[config.mk]
export PLATFORM = sky130hd
export DESIGN_NAME = jk_cmd_arbiter
export DESIGN_NICKNAME = d
export VERILOG_FILES = /design/src/rtl/jk_arb_pkg.sv /design/src/rtl/jk_ff.sv /design/src/rtl/jk_cmd_arbiter.sv
export SDC_FILE = /design/constraint.sdc
export NUM_CORES = 1
export LEC_CHECK = 0
export CAP_MARGIN = 20
export CORE_UTILIZATION = 46
export DETAILED_ROUTE_END_ITERATION = 8
export PLACE_DENSITY = 0.78
export SYNTH_ARGS = -nofsm -noshare
export SYNTH_HDL_FRONTEND = slang
export SYNTH_HIERARCHICAL = 1
export SYNTH_SLANG_ARGS = --single-unit
export TNS_END_PERCENT = 5
[constraint.sdc]
create_clock -name clk -period 2.3 [get_ports clk]
set_input_delay 0.46 -clock clk [delete_from_list [all_inputs] [get_ports clk]]
set_output_delay 0.46 -clock clk [all_outputs]
set_load 0.03 [all_outputs]
[src/rtl/jk_arb_pkg.sv]
// -----------------------------------------------------------------------------
// jk_arb_pkg: command encoding and FSM state type for jk_cmd_arbiter.
// Rev 1.0
// -----------------------------------------------------------------------------
`default_nettype none

package jk_arb_pkg;

  localparam logic [1:0] CMD_HOLD = 2'b00;
  localparam logic [1:0] CMD_RST  = 2'b01;
  localparam logic [1:0] CMD_SET  = 2'b10;
  localparam logic [1:0] CMD_TGL  = 2'b11;

  typedef enum logic [1:0] {
    ST_IDLE  = 2'd0,
    ST_APPLY = 2'd1,
    ST_ACK   = 2'd2
  } state_t;

endpackage

`default_nettype wire

[src/rtl/jk_ff.sv]
// -----------------------------------------------------------------------------
// jk_ff: JK flip-flop with asynchronous active-low reset.
// Rev 1.0
// -----------------------------------------------------------------------------
`default_nettype none

module jk_ff
  import jk_arb_pkg::*;
(
  input  logic clk,
  input  logic rst,
  input  logic j,
  input  logic k,
  output logic q
);

  always_ff @(posedge clk or negedge rst) begin
    if (!rst) begin
      q <= 1'b0;
    end else begin
      case ({j, k})
        CMD_HOLD: q <= q;
        CMD_RST:  q <= 1'b0;
        CMD_SET:  q <= 1'b1;
        default:  q <= ~q;
      endcase
    end
  end

endmodule

`default_nettype wire

[src/rtl/jk_cmd_arbiter.sv]
// -----------------------------------------------------------------------------
// jk_cmd_arbiter: round-robin arbiter applying one {j,k} command per grant to a
// shared JK flip-flop. Define JK_ARB_TOGGLE_CNT_EN to add toggle_cnt. Rev 1.0
// -----------------------------------------------------------------------------
`default_nettype none

module jk_cmd_arbiter
  import jk_arb_pkg::*;
#(
  parameter int N_REQ = 4
) (
  input  logic               clk,
  input  logic               rst,
  input  logic [N_REQ-1:0]   req,
  input  logic [2*N_REQ-1:0] cmd,
  output logic [N_REQ-1:0]   gnt,
  output logic [N_REQ-1:0]   done,
  output logic               j,
  output logic               k,
  output logic               q,
  output logic               busy
`ifdef JK_ARB_TOGGLE_CNT_EN
  ,
  output logic [7:0]         toggle_cnt
`endif
);

  localparam int PTR_W = $clog2(N_REQ);
  localparam logic [PTR_W:0] NR = (PTR_W+1)'(N_REQ);

  state_t           state;
  logic [PTR_W-1:0] ptr;
  logic [PTR_W-1:0] win;
  logic [PTR_W-1:0] pick;
  logic [PTR_W-1:0] ptr_nxt;
  logic             found;
  logic [PTR_W:0]   sum;
  logic [PTR_W:0]   inc;

  // Search upward from ptr with wrap; the first requester seen wins.
  always_comb begin
    pick  = '0;
    found = 1'b0;
    sum   = '0;
    for (int o = 0; o < N_REQ; o++) begin
      sum = {1'b0, ptr} + (PTR_W+1)'(o);
      if (sum >= NR) sum = sum - NR;
      if (!found && req[sum[PTR_W-1:0]]) begin
        found = 1'b1;
        pick  = sum[PTR_W-1:0];
      end
    end
    inc     = {1'b0, pick} + (PTR_W+1)'(1);
    ptr_nxt = (inc == NR) ? '0 : inc[PTR_W-1:0];
  end

  // j/k double as the captured command; later cmd changes cannot reach the FF.
  always_ff @(posedge clk or negedge rst) begin
    if (!rst) begin
      state <= ST_IDLE;
      ptr   <= '0;
      win   <= '0;
      gnt   <= '0;
      done  <= '0;
      j     <= 1'b0;
      k     <= 1'b0;
    end else begin
      case (state)
        ST_IDLE: begin
          done <= '0;
          if (found) begin
            win   <= pick;
            ptr   <= ptr_nxt;
            gnt   <= N_REQ'(1) << pick;
            j     <= cmd[{pick, 1'b1}];
            k     <= cmd[{pick, 1'b0}];
            state <= ST_APPLY;
          end
        end
        ST_APPLY: begin
          gnt   <= '0;
          j     <= 1'b0;
          k     <= 1'b0;
          done  <= N_REQ'(1) << win;
          state <= ST_ACK;
        end
        ST_ACK: begin
          done  <= '0;
          state <= ST_IDLE;
        end
        default: begin
          gnt   <= '0;
          done  <= '0;
          j     <= 1'b0;
          k     <= 1'b0;
          state <= ST_IDLE;
        end
      endcase
    end
  end

  assign busy = (state != ST_IDLE);

  jk_ff u_jk_ff (
    .clk (clk),
    .rst (rst),
    .j   (j),
    .k   (k),
    .q   (q)
  );

`ifdef JK_ARB_TOGGLE_CNT_EN
  logic q_d;

  always_ff @(posedge clk or negedge rst) begin
    if (!rst) begin
      q_d        <= 1'b0;
      toggle_cnt <= '0;
    end else begin
      q_d <= q;
      if ((q != q_d) && (toggle_cnt != 8'hFF)) toggle_cnt <= toggle_cnt + 8'd1;
    end
  end
`endif

endmodule

`default_nettype wire

==> summary.md, run 1 <==
The worst hold path belongs to the class primary input to async pin. The net count of the finished layout is 135. The number of hold-slack violations in the final timing report was 0; the mean instance size in the synthesized netlist was 10.8 um^2. The post-cts gate resize count was 0. For the pin with the worst max-slew slack, the measured transition is 403 ps.

In this run the post-CTS setup repair buffer count came out at 0. The site row count was 15. The critical path goes through or2_2 -> clkdlybuf4s50_1. For this design the ratio of total power to cell area is 1270 nW/um^2.

Measured along the y axis, the die boundary spans 46.1 um. STA puts the critical path data required time at 1840 ps. Buffers placed on the I/O ports in this run total 25.

The tools report the buffer cell driving the clock tree root as sky130_fd_sc_hd__clkbuf_4. In the post-synthesis netlist, the biggest area contributors are sky130_fd_sc_hd__dfrtp_1, sky130_fd_sc_hd__ha_1, sky130_fd_sc_hd__a22o_1, sky130_fd_sc_hd__nand2_1, sky130_fd_sc_hd__mux2i_1. The clock latency on the worst-skew pair came out at 290 ps. TritonCTS built the clock tree. The part of the cycle the worst path needs is 0.892. For this design the static power due to leakage is 0.571 nW. The number of antenna diodes in the final layout is 0. The sequential fraction of design power was 0.332. The area share of the leading cell type in the synthesized netlist was 0.476.

The largest area contributor in the netlist is sky130_fd_sc_hd__dfrtp_1. By count the netlist is led by sky130_fd_sc_hd__dfrtp_1, sky130_fd_sc_hd__nand2_1, sky130_fd_sc_hd__ha_1, sky130_fd_sc_hd__inv_1. The setup check on the worst reg-to-reg path leaves a slack of 520 ps. After clock tree synthesis, the clock-pin slew on the worst setup and hold paths is 100 ps. Measured along the x axis, the die boundary spans 46.1 um. The worst setup path startpoint was state[1]$_DFFE_PN0P_.

The run gives 1830 um as the wire length after detailed routing. Worst slew margin relative to its limit: 0.729. In this run the remaining antenna-violating nets after routing total 0. The tools report the overall track demand over capacity in global routing as 0.203. The capture point of the worst reg-to-reg path is k$_DFFE_PN0P_.

CTS H-tree depth: 1. In this run the worst path has a maximum fanout of 3. Entering global routing, the biggest net connects 18 pins. The most critical setup path has its endpoint at busy. STA classifies the critical path endpoint as an output port. During synthesis, Yosys emitted a total of 6 warnings. The floorplan step defined a die boundary enclosing 2130 um^2.

In the final routed layout, each cell accounts on average for 13.2 um. For the net switching power of the design, the log shows 0.000663 W. The part of the total power dissipated in the clock network came out at 0.102.

The top-level port count is 26, and the routed via count is 730. STA puts the critical path data arrival time at 1590 ps. The growth of design area from synthesis to finish was 35.7%; the global-route wire length before repair was 2930 um. Clock tree synthesis inserted a total of 3 buffers. The first detailed-routing pass took 4 iterations.

Between clock sinks in the finished design, the worst skew comes to 6.66 ps. The area of the core region is 1780 um^2. The clock sink total is 17, and the total count of max-transition violations in the final report is 0. The tools report the total of fill cells in the finished design as 149. The register area share after synthesis is 0.476. Among all flip-flop cells after synthesis, the most frequent one is sky130_fd_sc_hd__dfrtp_1.

In the final timing run, aggregate negative setup slack is 0 ps. The register bit count reported by yosys came out at 17. The run gives 0 as the final-report setup violation count. Using the TritonRoute via totals, the vias-per-cell ratio works out to 5.25. The cell count after synthesis came out at 83.

For the initial antenna violation count, the log shows 0. The number of distinct library cell variants in the gate-level netlist after synthesis came out at 31. The slowest stage cell on the critical path is sky130_fd_sc_hd__clkdlybuf4s50_1. Combinational share of power: 0.566. For the violation count after the first detailed-routing iteration, the log shows 19. The number of cells on the worst reg-to-reg path is 5. In this run, post-CTS hold repair placed 0 buffers. The internal portion of the total power is 0.000880 W. The run gives 103 as the post-synth net total.

The net switching share of the total power is 0.430. The startpoint identified for the worst register-to-register timing path is ptr[1]$_DFFE_PN0P_. The core occupancy in the finished layout is 0.681. For the number of global-route vias before repair, the log shows 693. The run finished with clean final reports. The maximum achievable frequency was 488 MHz. By instance count, the leading cell after synthesis is sky130_fd_sc_hd__dfrtp_1. The type of origin of the critical path was a register. The tool flagged a number of max-cap violations equal to 0.

IR analysis of the VDD net gives a maximum drop of 638 uV. The longest clock path from root to sink contains 2 buffers. The initial standard-cell utilization of the core was 0.502; the total grt overflow was 0. The half-perimeter wire length after detailed placement came out at 1410 um. The share of flip-flops with an asynchronous set or reset after synthesis was 1.00; the number of enable flip-flop cells after synthesis was 0. The smallest clock period supported by the final layout is computed as 2050 ps.

The stage delay of the slowest cell on the critical path came out at 600 ps. Remaining design rule violation count: 0. Setup repair after global routing left no endpoint under its margin. The worst setup path is of the register to output port kind.

The synthesized cell area came out at 895 um^2. At the end of routability-driven placement, the weighted congestion stood at 0.779. The share of layout cells above drive strength 1 was 0.132.
## state kept, by name (all words and copies together), names as in the netlist
| signal | cells |
|---|---|
| state | 2 |
| done | 4 |
| win | 2 |
| k | 1 |
| u_jk_ff/q | 1 |
| ptr | 2 |
| gnt | 4 |
| j | 1 |
## worst min-delay path by stage
| stage | start | end | slack [ps] | cells past startpoint |
|---|---|---|---|---|
| floorplan | rst | done[0]$_DFF_PN0_ | 160 | 0 |
| finish | rst | j$_DFFE_PN0P_ | 490 | 2 |
| global placement | win[1]$_DFFE_PN0P_ | done[1]$_DFF_PN0_ | 470 | 1 |
| global route | rst | j$_DFFE_PN0P_ | 500 | 2 |
| CTS | rst | gnt[0]$_DFFE_PN0P_ | 500 | 2 |
| detailed placement | win[0]$_DFFE_PN0P_ | done[0]$_DFF_PN0_ | 480 | 1 |
## worst max-delay path, delay by kind of cell, from the launching register on
family                 cells  cell delay (ps)
buffers and inverters      1              600
DFF                        1              400
and+or+nand+nor            1              300
## kinds of logic after synthesis
logic type / share of synthesized area
multiplexers: 0.0503
buffers and inverters: 0.0476
AND/OR/NAND/NOR: 0.186
flip-flops: 0.476
adder cells (fa/ha/maj): 0.0839
AO/OA/AOI/OAI: 0.157
## power groups by stage
stage,Sequential [W],Clock (W),Combinational (W)
finish,0.000512,0.000157,0.000874
global route,0.000528,0.000175,0.000957
CTS,0.000513,0.000160,0.000880
detailed placement,0.000518,0,0.000873
global placement,0.000507,0,0.000851
floorplan,0.000641,0,0.000450
## cell type report
type                       count  area [um^2]  share of cell area
multi-input combinational     58          427               0.352
clock buffer                   4         26.3              0.0216
tap                           25         31.3              0.0258
sequential                    17          425               0.351
timing repair buffer          28          273               0.225
inverter                       7         31.3              0.0258
## placed cells by master, fill, tap and decap left out, types with 2 or more instances in the layout
cell type                         count
sky130_fd_sc_hd__clkbuf_4             3
sky130_fd_sc_hd__clkdlybuf4s50_1     25
sky130_fd_sc_hd__buf_4                3
sky130_fd_sc_hd__o21ai_0              2
sky130_fd_sc_hd__inv_1                6
sky130_fd_sc_hd__dfrtp_1             17
sky130_fd_sc_hd__mux2i_1              3
sky130_fd_sc_hd__nor2_1               4
sky130_fd_sc_hd__a21o_1               2
sky130_fd_sc_hd__a21oi_1              2
sky130_fd_sc_hd__or2_2                2
sky130_fd_sc_hd__ha_1                 6
sky130_fd_sc_hd__nand2_1              9
sky130_fd_sc_hd__a221o_1              2
sky130_fd_sc_hd__nand2b_1             2
sky130_fd_sc_hd__nand4_1              2
sky130_fd_sc_hd__nor2b_1              4
sky130_fd_sc_hd__a22o_1               4
## routing by layer
layer | global-route usage | vias up | wire [um]
li1 | - | 356 | -
met1 | 0.251 | 340 | 761
met2 | 0.335 | 27 | 901
met3 | 0.0392 | 7 | 115
met4 | 0.100 | 0 | 51
met5 | 0 | - | 0
## metrics by stage
stage | instance area [um^2] | setup slack, ps | hold slack [ps] | total power [W] | cells
floorplan | 895 | 593 | 164 | 0.00109 | 83
global placement | 1190 | 119 | 470 | 0.00136 | 135
detailed placement | 1190 | 30.8 | 485 | 0.00139 | 135
CTS | 1210 | 244 | 498 | 0.00155 | 139
global route | 1210 | 202 | 495 | 0.00166 | 139
finish | 1210 | 249 | 488 | 0.00154 | 139
(Power assumes the default switching activity.)
==> inputs of run 2 (changes only) <==
--- a/config.mk
+++ b/config.mk
@@ -6,9 +6,9 @@
 export NUM_CORES = 1
 export LEC_CHECK = 0
 export CAP_MARGIN = 20
-export CORE_UTILIZATION = 46
+export CORE_UTILIZATION = 45
 export DETAILED_ROUTE_END_ITERATION = 8
-export PLACE_DENSITY = 0.78
+export PLACE_DENSITY = 0.76
 export SYNTH_ARGS = -nofsm -noshare
 export SYNTH_HDL_FRONTEND = slang
 export SYNTH_HIERARCHICAL = 1
==> run 2 against run 1 <==
  * Via count decreased by 5.6%
  * Flip-flop and latch count unchanged
  * Register-to-register slack improved by 70 ps
  * Clock skew decreased by 5.7 ps
  * Combinational power decreased by 2%
  * Sequential power about the same
  * Critical endpoint unchanged
==> summary.md, run 2 (synthesis results as in run 1) <==
For the clock latency on the worst-skew pair, the log shows 280 ps. The horizontal extent of the die works out to 46.6 um. The flow ran to the end, and the final reports show no timing, DRC or antenna violations. The number of hold buffers added after CTS was 0.

In the final design database the tool counted 135 nets. The clock tree buffer depth is 2. The worst setup path is of the register to output port kind.

The setup clock skew after layout was 0.914 ps. For the worst flop-to-flop path, the logic depth is 5. In this run, post-CTS repair resized a total of 0 instances. The clock sink total is 17, and the total grt overflow is 0. The area of the core region came out at 1800 um^2. The most critical setup path has its startpoint at state[1]$_DFFE_PN0P_.

The detail route stage leaves a number of antenna-violating nets equal to 0. The overall track demand over capacity in global routing was 0.181. Power comes to 0.00152 W. The growth of design area from synthesis to finish works out to 35.8%.

For the final RePlAce weighted congestion, the log shows 0.762. The logs give 2710 um for the global-route wire length before repair and 0 for the total count of max-transition violations in the final report. The buffer cell driving the clock tree root was sky130_fd_sc_hd__clkbuf_4. The startpoint identified for the worst register-to-register timing path is state[1]$_DFFE_PN0P_. The area occupied by multi-input gates is 427 um^2. Based on the critical path, the design can be clocked at up to 487 MHz. The detailed-routing iteration count for the pre-antenna-repair pass was 2; the time the final worst path needs with I/O delays and setup was 2050 ps. The worst register-to-register path ends at ptr[0]$_DFFE_PN0P_.

The run gives 1690 um as the wire length after detailed routing. The worst hold slack after final layout is 496 ps, and the number of hold-slack violations in the final timing report is 0. Post-CTS timing repair inserted 0 buffers for setup. Max-cap violations in this run came to 0. At the pin with the least slew margin, the transition time is 393 ps. Across the whole layout, storage elements account for 425 um^2. The part of the cycle the worst path needs works out to 0.892.

STA classifies the critical path startpoint as a register. In the final layout, the registers with the most flip-flops are done (4), gnt (4). Initial antenna violation count: 0. The category of the worst setup path capture point is an output port. For this block, the via count after detailed routing is 689. Summed over all failing endpoints, the final setup total negative slack is 0 ps. The number of buffers added on ports was 25; the data arrival time of the worst path was 1590 ps. The initial standard-cell utilization of the core came out at 0.497. After detailed routing, the number of vias per cell comes to 4.96. Of all nets on the critical path, the largest fanout is 3. The logs give 135 for the cell count after placement and 15 for the site row count. Once detailed placement completed, the half-perimeter wirelength came to 1350 um.

The tools report the end of the critical path as busy. The power density normalized to cell area was 1250 nW/um^2. The number of global-route vias before repair came out at 668. Leaving out fill and tap cells, the most frequent cell in the layout is sky130_fd_sc_hd__clkdlybuf4s50_1. The run gives 8 as the violation count after the first detailed-routing iteration. TritonCTS built the clock tree. CTS H-tree depth: 1. In the layout the commonest cells are sky130_fd_sc_hd__clkdlybuf4s50_1, sky130_fd_sc_hd__dfrtp_1, sky130_fd_sc_hd__nand2_1. The worst slew margin relative to its limit was 0.735. The tools report the maximum number of pins on one net before global-route repair as 18. The filler cells instantiated in the layout total 157. In the routed design, unresolved DRC markers number 0. The min-delay analysis places its worst path in the category register to register. Setup repair after global routing left no endpoint under its margin. For this run, the number of standard cells in the final layout without fillers is 139. Post-detailed-route wirelength per cell: 12.1 um. The floorplan step set the die height to 46.6 um.

Register-to-register setup slack: 590 ps. Counting the buffers created by CTS gives 3. The share of layout cells above drive strength 1 works out to 0.140.

The number of antenna diodes in the final layout is 0. The clock slew seen by the registers of the worst setup and hold paths was 100 ps; the final-report setup violation count was 0. Top-level port count: 26. The analysis attributes to cell leakage a power of 0.574 nW.

STA puts the critical path data required time at 1840 ps. Across the VDD grid, the largest voltage drop is 580 uV. The die covers 2170 um^2.
-- run 2: critical path, cell delays in order (launching register included) --
cell and delay [ps]:
sky130_fd_sc_hd__dfrtp_1 400, sky130_fd_sc_hd__or2_2 320, sky130_fd_sc_hd__clkdlybuf4s50_1 590
-- run 2: worst min path at each step --
stage / from / to / slack, ps / cells past startpoint
3_5_place_dp: win[1]$_DFFE_PN0P_ / done[1]$_DFF_PN0_ / 480 / 1
3_3_place_gp: win[1]$_DFFE_PN0P_ / done[1]$_DFF_PN0_ / 470 / 1
2_1_floorplan: rst / done[0]$_DFF_PN0_ / 160 / 0
4_1_cts: win[1]$_DFFE_PN0P_ / done[1]$_DFF_PN0_ / 490 / 1
6_report: state[1]$_DFFE_PN0P_ / state[1]$_DFFE_PN0P_ / 500 / 1
5_1_grt: rst / done[1]$_DFF_PN0_ / 510 / 2
-- run 2: area by class of cell --
cell class                      count  share of cell area
Multi-Input combinational cell     58               0.351
Sequential cell                    17               0.350
Timing Repair Buffer               28               0.225
Inverter                            7              0.0257
Tap cell                           25              0.0257
Clock buffer                        3              0.0185
Clock inverter                      1             0.00412
-- run 2: metal layers --
| layer | vias to the layer above | routed length (um) | track usage |
|---|---|---|---|
| met1 | 318 | 800 | 0.227 |
| met4 | 0 | 10 | 0.0706 |
| li1 | 352 | - | - |
| met5 | - | 0 | 0 |
| met3 | 2 | 47 | 0.0353 |
| met2 | 17 | 825 | 0.303 |
-- run 2: through the flow --
stage / area (um^2) / util / worst slack, ps
2_1_floorplan: 895 / - / 593
3_3_place_gp: 1190 / 0.659 / 142
3_5_place_dp: 1190 / 0.659 / 83.3
4_1_cts: 1210 / 0.674 / 243
5_1_grt: 1210 / 0.674 / 200
6_report: 1210 / 0.674 / 248
-- run 2: power breakdown --
part	internal [W]	leakage, nW	switching [W]
combinational	0.000389	0.337	0.000470
sequential	0.000422	0.220	0.0000873
clock	0.0000645	0.0177	0.0000926
